`src/rtl/integer_muldiv_unit.sv`:
```
// integer_muldiv_unit: iterative RISC-V M-extension multiply/divide, one result bit per clock
module integer_muldiv_unit #(
    parameter int DATA_WIDTH = 32
) (
    input  logic                  clk,
    input  logic                  rst_n,
    input  logic                  in_valid,
    output logic                  in_ready,
    input  logic [2:0]            funct3,
    input  logic [DATA_WIDTH-1:0] A,
    input  logic [DATA_WIDTH-1:0] B,
    input  logic                  kill,
    output logic                  out_valid,
    input  logic                  out_ready,
    output logic [DATA_WIDTH-1:0] out
);
    localparam int W = DATA_WIDTH;
    localparam int CNT_WIDTH = $clog2(DATA_WIDTH) + 1;
    localparam logic [1:0] IDLE = 2'd0;
    localparam logic [1:0] CALC = 2'd1;
    localparam logic [1:0] FIX  = 2'd2;
    localparam logic [1:0] DONE = 2'd3;

    logic [1:0]           state;
    logic [CNT_WIDTH-1:0] cnt;
    logic [2:0]           op;
    logic                 neg;
    logic [W-1:0]         mcand;
    logic [2*W-1:0]       prod;

    logic                 signed_a, signed_b, sa, sb, neg_in, div_zero, ovf;
    logic [W-1:0]         mag_a, mag_b, special_res, fix_res, q, r;
    logic [W:0]           mul_sum;
    logic [W+1:0]         diff;
    logic [2*W-1:0]       calc_next, pm;

    assign in_ready  = state == IDLE;
    assign out_valid = state == DONE;

    // Operand conditioning and special-case detection for the request at the inputs
    always_comb begin
        signed_a    = funct3 == 3'b001 || funct3 == 3'b010 || funct3 == 3'b100 || funct3 == 3'b110;
        signed_b    = funct3 == 3'b001 || funct3 == 3'b100 || funct3 == 3'b110;
        sa          = signed_a && A[W-1];
        sb          = signed_b && B[W-1];
        mag_a       = sa ? -A : A;
        mag_b       = sb ? -B : B;
        neg_in      = (funct3[2] && funct3[1]) ? sa : sa ^ sb;
        div_zero    = funct3[2] && B == '0;
        ovf         = funct3[2] && !funct3[0] && A == {1'b1, {(W-1){1'b0}}} && B == '1;
        special_res = div_zero ? (funct3[1] ? A : '1) : (funct3[1] ? '0 : A);
    end

    // One shift-add or restoring-divide step, plus the final sign fix and result select
    always_comb begin
        mul_sum   = {1'b0, prod[2*W-1:W]} + {1'b0, prod[0] ? mcand : {W{1'b0}}};
        diff      = {1'b0, prod[2*W-1:W-1]} - {2'b00, mcand};
        calc_next = op[2] ? (diff[W+1] ? {prod[2*W-2:0], 1'b0} : {diff[W-1:0], prod[W-2:0], 1'b1})
                          : {mul_sum, prod[W-1:1]};
        pm        = neg ? -prod : prod;
        q         = prod[W-1:0];
        r         = prod[2*W-1:W];
        fix_res   = op[2] ? (op[1] ? (neg ? -r : r) : (neg ? -q : q))
                          : (op[1:0] == 2'b00 ? pm[W-1:0] : pm[2*W-1:W]);
    end

    // Control FSM and datapath registers; kill discards any in-flight op
    always_ff @(posedge clk or negedge rst_n) begin
        if (!rst_n) begin
            state <= IDLE;
            cnt   <= '0;
            op    <= '0;
            neg   <= 1'b0;
            mcand <= '0;
            prod  <= '0;
            out   <= '0;
        end else if (state != IDLE && kill) begin
            state <= IDLE;
        end else if (state == IDLE) begin
            if (in_valid && !kill) begin
                op    <= funct3;
                neg   <= neg_in;
                mcand <= funct3[2] ? mag_b : mag_a;
                prod  <= {{W{1'b0}}, funct3[2] ? mag_a : mag_b};
                cnt   <= CNT_WIDTH'(W - 1);
                if (div_zero || ovf) begin
                    out   <= special_res;
                    state <= DONE;
                end else begin
                    state <= CALC;
                end
            end
        end else if (state == CALC) begin
            prod <= calc_next;
            cnt  <= cnt - 1'b1;
            if (cnt == '0) state <= FIX;
        end else if (state == FIX) begin
            out   <= fix_res;
            state <= DONE;
        end else if (out_ready) begin
            state <= IDLE;
        end
    end
endmodule

```
`config.mk`:
```
export PLATFORM = sky130hd
export DESIGN_NAME = integer_muldiv_unit
export DESIGN_NICKNAME = d
export VERILOG_FILES = /design/src/rtl/integer_muldiv_unit.sv
export SDC_FILE = /design/constraint.sdc
export NUM_CORES = 1
export LEC_CHECK = 0
export CORE_MARGIN = 1
export CORE_UTILIZATION = 35
export DETAILED_ROUTE_END_ITERATION = 16
export PLACE_DENSITY_LB_ADDON = 0.15
export SYNTH_ARGS = -nofsm -noshare
export SYNTH_HDL_FRONTEND = slang
export SYNTH_SLANG_ARGS = --single-unit
export TNS_END_PERCENT = 5
```
`constraint.sdc`:
```
create_clock -name clk -period 4.61 [get_ports clk]
set_input_delay 0.461 -clock clk [delete_from_list [all_inputs] [get_ports clk]]
set_output_delay 0.461 -clock clk [all_outputs]
set_load 0.01 [all_outputs]
```
==> results of run 1 <==
==> per-layer routing <==
layer / up-vias / share of wire [%]
li1: 7638 / -
met1: 7879 / 46
met2: 645 / 44
met3: 84 / 7.4
met4: 0 / 3.3
met5: - / 0
==> where the power goes <==
group	switching (uW)	internal (uW)	total [uW]	leakage, uW
combinational	5730	3460	9190	0.00523
clock	667	819	1490	0.000294
sequential	900	1760	2660	0.00170
total	7290	6050	13300	0.00722
==> area by class of cell <==
cell class	count	area, um^2	area share [%]
multi-input combinational	1729	11200	62.9
sequential	140	3510	19.8
timing repair buffer	154	1440	8.12
tap	585	732	4.13
clock buffer	17	425	2.40
inverter	80	300	1.69
clock inverter	14	179	1.01
==> worst register-to-register path: cells and delay by family (launching register included) <==
kind	cells	cell delay, ns
AO/OA/AOI/OAI	8	2.12
AND/OR/NAND/NOR	2	0.45
buffers and inverters	2	0.45
flip-flops	1	0.46
adder cells (fa/ha/maj)	1	0.34
==> state kept, by name, indices dropped and copies added, names as in the netlist <==
signal  count
mcand      32
op          3
state       2
cnt         6
prod       64
out        32
neg         1
==> final timing paths <==
path / startpoint / endpoint
min reg2reg: mcand[7]$_DFFE_PN0P_ / mcand[7]$_DFFE_PN0P_
max reg2reg: prod[0]$_DFFE_PN0P_ / prod[63]$_DFFE_PN0P_
min: rst_n / out[14]$_DFFE_PN0P_
max in group asynchronous: rst_n / mcand[3]$_DFFE_PN0P_
min in group clk: mcand[7]$_DFFE_PN0P_ / mcand[7]$_DFFE_PN0P_
max: prod[0]$_DFFE_PN0P_ / prod[63]$_DFFE_PN0P_
==> cell families after synthesis <==
family / count (synthesis)
adders and majority gates: 100
muxes: 78
xor gates and xnor gates: 185
buffers and inverters: 229
AOI/OAI and AO/OA: 660
and+or+nand+nor: 706
DFF: 140
==> per-stage QoR <==
step | util [%] | std cells | area, um^2
floorplan | - | 2098 | 15500
global placement | 39.4 | 2688 | 17100
detailed placement | 39.4 | 2688 | 17100
CTS | 40.8 | 2719 | 17700
global route | 40.8 | 2719 | 17700
finish | 40.8 | 2719 | 17700
==> layout by cell type, fill, tap and decap left out, drive strengths merged, types with 9 or more instances in the layout <==
cell type	netlist	routed
a21oi	214	214
dfrtp	140	140
ha	77	77
and3	13	13
a21o	25	25
o21a	10	10
nor4	22	22
nor3	53	53
nand3	39	39
nand2b	19	19
or4	16	16
a31oi	24	24
o22ai	13	13
inv	78	86
xor2	83	83
o211ai	29	29
a211oi	35	35
a22oi	18	18
nor2b	17	17
buf	34	51
or2	12	12
and2	9	9
o31ai	26	26
or3	15	15
clkdlybuf4s50	0	103
maj3	21	21
nand4	19	19
o21ai	159	159
mux2	13	13
o221ai	17	17
clkbuf	115	17
nand2	203	203
o41ai	15	15
mux2i	64	64
nor2	250	250
xnor2	102	102
==> run summary, run 1 <==
Hold Buf Count CTS: 0
GR Util met1: 40.7%
Crit share post-route: 85.6%
Antenna Nets Post-Route: 0
CTS HTree Levels: 4
Initial core utilization: 35.8%
Count leader, synth: nor2_1
Post-route worst hold slack: 0.0684 ns
Worst reg-to-reg path cell count: 13
TritonCTS clock tree: built
Post-Synth Simple-Gate Area: 21.4%
Crit path kind: reg -> reg
Reg clk slew, reported paths: 0.07 ns
Setup violators final: 0
Multiplexer area fraction after synthesis: 5.21%
Compound-Gate Fraction of Synth Area: 26.7%
Diodes inserted: 0
Ys async rst share: 100%
Post-Place Worst Slack: 0.558 ns
Worst path buffer plus inverter count: 2
Via-to-Cell Ratio: 5.97
Area leader, netlist: dfrtp_1
Mapped Nets: 2249
Final net count: 2273
Die W: 213 um
PortBufs: 105
CP Capture Type: flop
Synth top cells by count: nor2_1, a21oi_1, nand2_1
Sequential share of the synthesized area: 22.5%
Die ar.: 45300 um^2
Status: completed
CP Launch Type: flop
Total number of vias: 16.2k
Worst-margin pin slew: 1.09 ns
Synth warn: 0
Row count: 76
Fillers: 4556
Synth Area in XOR/XNOR: 10.4%
Post-DR wirelength/cell: 23.9 um
Worst path slowest cell: dfrtp_1
Post-CTS sizing: 0
GRT Overall Usage: 28.9%
GR Layer Usage met2: 44.0%
Post-Syn Area: 15500 um^2
WP depth: 13
VDD IR max: 320 uV
Total wire length: 65.0 mm
Worst-skew pair later-pin latency: 0.46 ns
CP cell instances: inv_1, buf_4, nor2_1, ha_1, a21o_1, or3_1, o21ai_0, o21ai_0, a21oi_1, o21ai_0, a221o_1, a211oi_1, a211oi_1
CTS Sinks: 140
Post-CTS Setup Inserts: 0
Largest net degree at the start of global routing: 87
Most frequent CP cell: o21ai_0
Average size of a mapped cell: 7.41 um^2
Routability Congestion: 0.958
First-iteration detailed-routing DRC count: 1711
CP Data Required Time: 4.94 ns
Busiest grt layer: met2
Clock root cell: clkbuf_16
DP HPWL: 50.8 mm
Adder-cell share of the synthesized area: 7.81%
Period minus WS final: 3.94 ns
Largest family of logic cells by synthesized area: compound AO/OA/AOI/OAI gates
Vias in the first global route: 15.3k
Slew headroom: 27.2%
Unrepaired setup endpoints after global routing: false
Initial antenna violation count: 0
Clock buffer depth: 2
Top cells by area, synth: dfrtp_1, a21oi_1, ha_1
GRT overflow: 0
Post-synth EDFFs: 0
Design Power: 13300 uW
Static leakage: 0.00722 uW
Fin worst setup slack: 0.665 ns
Num ports: 106
Syn Inst Count: 2098
CP max FO: 31
Die span in y: 213 um
First-pass GRT wire length: 97.3 mm
Met3 Use GR: 5.12%
Main synth FF type: dfrtp_1
PD cells: 752 nW/um^2
Max incr delay on CP: 0.46 ns
Drt first pass iters: 5
Yosys reg bits: 140
Final Hold Fails: 0
Setup_tns: 0 ns
Clock Skew: 0.0117 ns
Residual DRC: 0
Share of layout cells above drive strength 1: 6.51%
Slew Limit Fails: 0
FMAX: 0.253 GHz
Yosys cell types: 86
Top cell type's share of synthesized area: 22.5%
Core box area: 43500 um^2
Top delay family on crit path: compound AO/OA/AOI/OAI gates
CP arrival: 4.27 ns
Max-capacitance violation count: 0
Flop2flop setup slack: 0.67 ns
Area growth from synthesis to layout: 14.1%
TritonCTS Buffers: 17
Worst hold path type: in -> async
No activity file was read; power rests on OpenSTA's default activity.
==> inputs of run 2 (changes only) <==
--- a/config.mk
+++ b/config.mk
@@ -5,6 +5,7 @@
 export SDC_FILE = /design/constraint.sdc
 export NUM_CORES = 1
 export LEC_CHECK = 0
+export CORE_ASPECT_RATIO = 1.4
 export CORE_MARGIN = 1
 export CORE_UTILIZATION = 35
 export DETAILED_ROUTE_END_ITERATION = 16
@@ -12,4 +13,4 @@
 export SYNTH_ARGS = -nofsm -noshare
 export SYNTH_HDL_FRONTEND = slang
 export SYNTH_SLANG_ARGS = --single-unit
-export TNS_END_PERCENT = 5
+export TNS_END_PERCENT = 1
==> run summary, run 2 (synthesis gave the netlist of run 1 again) <==
Reg area: 3510 um^2 (unchanged)
Setup violators final: 0 (unchanged)
CP Data Required Time: 4.94 ns (about the same)
GRT overflow: 0 (unchanged)
Unrepaired setup endpoints after global routing: false
Area growth from synthesis to layout: 14.6%
Flop2flop setup slack: 0.73 ns (+0.07 ns)
Most common cell after layout, fill and taps aside: nor2_1
Drt first pass iters: 5 (unchanged)
Diodes inserted: 0 (unchanged)
Clock Skew: 0.0130 ns (+0.00135 ns)
Num ports: 106 (unchanged)
Final net count: 2289 (+0.70%)
Sw frac: 55.2% (+0.52 points)
Finished Cell Area: 17800 um^2 (+0.41%)
Psw: 7530 uW (+3.2%)
Most frequent cells in the layout: nor2_1, a21oi_1, nand2_1, o21ai_0, dfrtp_1
Post-DR wirelength/cell: 25.2 um (+5.3%)
Static leakage: 0.00730 uW (+1.0%)
Reg clk slew, reported paths: 0.07 ns (about the same)
Die ar.: 45300 um^2 (about the same)
Share of layout cells above drive strength 1: 7.21% (+0.70 points)
VDD IR max: 464 uV (+45%)
Slew headroom: 37.7% (+11 points)
Worst reg-to-reg path cell count: 14 (+1)
Period minus WS final: 3.88 ns (-0.0656 ns)
Largest reg by FF count: prod
Post-CTS Setup Inserts: 0 (unchanged)
Slew Limit Fails: 0 (unchanged)
Regs by FF count: prod x64, mcand x32, out x32
Die W: 180 um (-15%)
CTS Sinks: 140 (unchanged)
Initial core utilization: 35.4% (-0.40 points)
Worst R2R End: prod[56]$_DFFE_PN0P_
Max FFs per register: 64 (unchanged)
Worst reg2reg path startpoint: prod[0]$_DFFE_PN0P_
PD cells: 766 nW/um^2 (+1.8%)
PortBufs: 105 (unchanged)
CTS HTree Levels: 4 (unchanged)
Die span in y: 251 um (+18%)
Fillers: 4630 (+1.6%)
Fin worst setup slack: 0.731 ns (+0.0656 ns)
CP arrival: 4.21 ns (-0.06 ns)
Seq pwr share: 19.1% (-0.9 points)
Multi-input logic area: 11200 um^2 (about the same)
Status: completed
GRT Overall Usage: 30.2% (+1.3 points)
Final Hold Fails: 0 (unchanged)
TritonCTS clock tree: built
Routability Congestion: 0.989 (+3.2%)
Largest net degree at the start of global routing: 86 (-1.1%)
First-iteration detailed-routing DRC count: 1421 (-17%)
Initial antenna violation count: 0 (unchanged)
First-pass GRT wire length: 102 mm (+4.6%)
Clock root cell: clkbuf_16
Crit share post-route: 84.2% (-1.4 points)
Post-Place Worst Slack: 0.625 ns (+0.0670 ns)
Combinational Power Share: 70.2% (+1.3 points)
Row count: 91 (+20%)
Crit path kind: reg -> reg
CP Launch Type: flop
Worst hold path type: in -> async
Worst-margin pin slew: 0.928 ns (-0.164 ns)
TritonCTS Buffers: 17 (unchanged)
Internal: 6110 uW (+1.1%)
Post-CTS sizing: 0 (unchanged)
CP max FO: 26 (-16%)
Total number of vias: 16.2k (-0.17%)
Via-to-Cell Ratio: 5.99 (+0.23%)
Clock share of power: 10.7% (-0.4 points)
Antenna Nets Post-Route: 0 (unchanged)
Residual DRC: 0 (unchanged)
Clock buffer depth: 2 (unchanged)
CP Capture Type: flop
Worst-skew pair later-pin latency: 0.46 ns (about the same)
Max-capacitance violation count: 0 (unchanged)
DP HPWL: 54.5 mm (+7.2%)
Setup_tns: 0 ns (unchanged)
Total wire length: 68.2 mm (+4.9%)
Core box area: 43900 um^2 (+1.1%)
Hold Buf Count CTS: 0 (unchanged)
Vias in the first global route: 15.7k (+3.2%)
FMAX: 0.258 GHz (+1.7%)
Placed cell areas: 17200 um^2 (+0.53%)
-- run 2: cell types whose count changed in the layout (fill, tap and decap cells not counted), sizes merged --
cell,change
clkinv,-2
inv,+2
bufinv,-1
buf,+16
clkbuf,+1
-- run 2: power groups by stage --
stage | logic (uW) | registers [uW] | clock network [uW]
floorplan | 6350 | 2220 | 0
global placement | 9410 | 2600 | 0
detailed placement | 9400 | 2610 | 0
CTS | 9480 | 2580 | 1490
global route | 10400 | 2670 | 1520
finish | 9580 | 2600 | 1460
-- run 2: how the worst max path moves through the flow --
stage / startpoint / endpoint / slack [ns]
detailed placement: A[5] / out[0]$_DFFE_PN0P_ / 0.62
finish: prod[0]$_DFFE_PN0P_ / prod[56]$_DFFE_PN0P_ / 0.73
CTS: prod[0]$_DFFE_PN0P_ / out[30]$_DFFE_PN0P_ / 0.78
global placement: B[13] / out[8]$_DFFE_PN0P_ / 0.69
global route: prod[0]$_DFFE_PN0P_ / prod[63]$_DFFE_PN0P_ / 0.49
floorplan: prod[0]$_DFFE_PN0P_ / out[30]$_DFFE_PN0P_ / 0.99
-- run 2: critical path, stage by stage, from the launching register on --
cell	delay [ns]
dfrtp_1	0.45
inv_1	0.22
buf_4	0.35
nor2_1	0.09
ha_1	0.35
nand2_1	0.10
or2_2	0.30
a311oi_1	0.49
o211ai_1	0.29
a211oi_1	0.25
buf_4	0.19
a311oi_1	0.11
xnor2_1	0.15
a221oi_1	0.27
o21ai_0	0.12
-- run 2: cell type report --
type | instances | area share (%)
Sequential cell | 140 | 19.7
Clock inverter | 13 | 0.822
Tap cell | 558 | 3.92
Multi-Input combinational cell | 1729 | 62.7
Clock buffer | 18 | 2.47
Timing Repair Buffer | 170 | 8.76
Inverter | 80 | 1.69
-- run 2: routing by layer --
layer | up-vias | wire length (um) | GRT usage (%)
met2 | 588 | 33100 | 52.3
li1 | 7657 | - | -
met1 | 7797 | 26600 | 34.0
met5 | - | 0 | 0
met3 | 176 | 2980 | 3.58
met4 | 0 | 5560 | 23.0
-- run 2: metrics by stage --
step           utilization (%)  total power (uW)  hold slack, ns  std cells
2_1_floorplan                -              8570           0.165       2098
3_3_place_gp              39.2             12000           0.462       2677
3_5_place_dp              39.2             12000           0.472       2677
4_1_cts                   40.5             13500          0.0934       2708
5_1_grt                   40.5             14600           0.126       2708
6_report                  40.5             13600          0.0728       2708
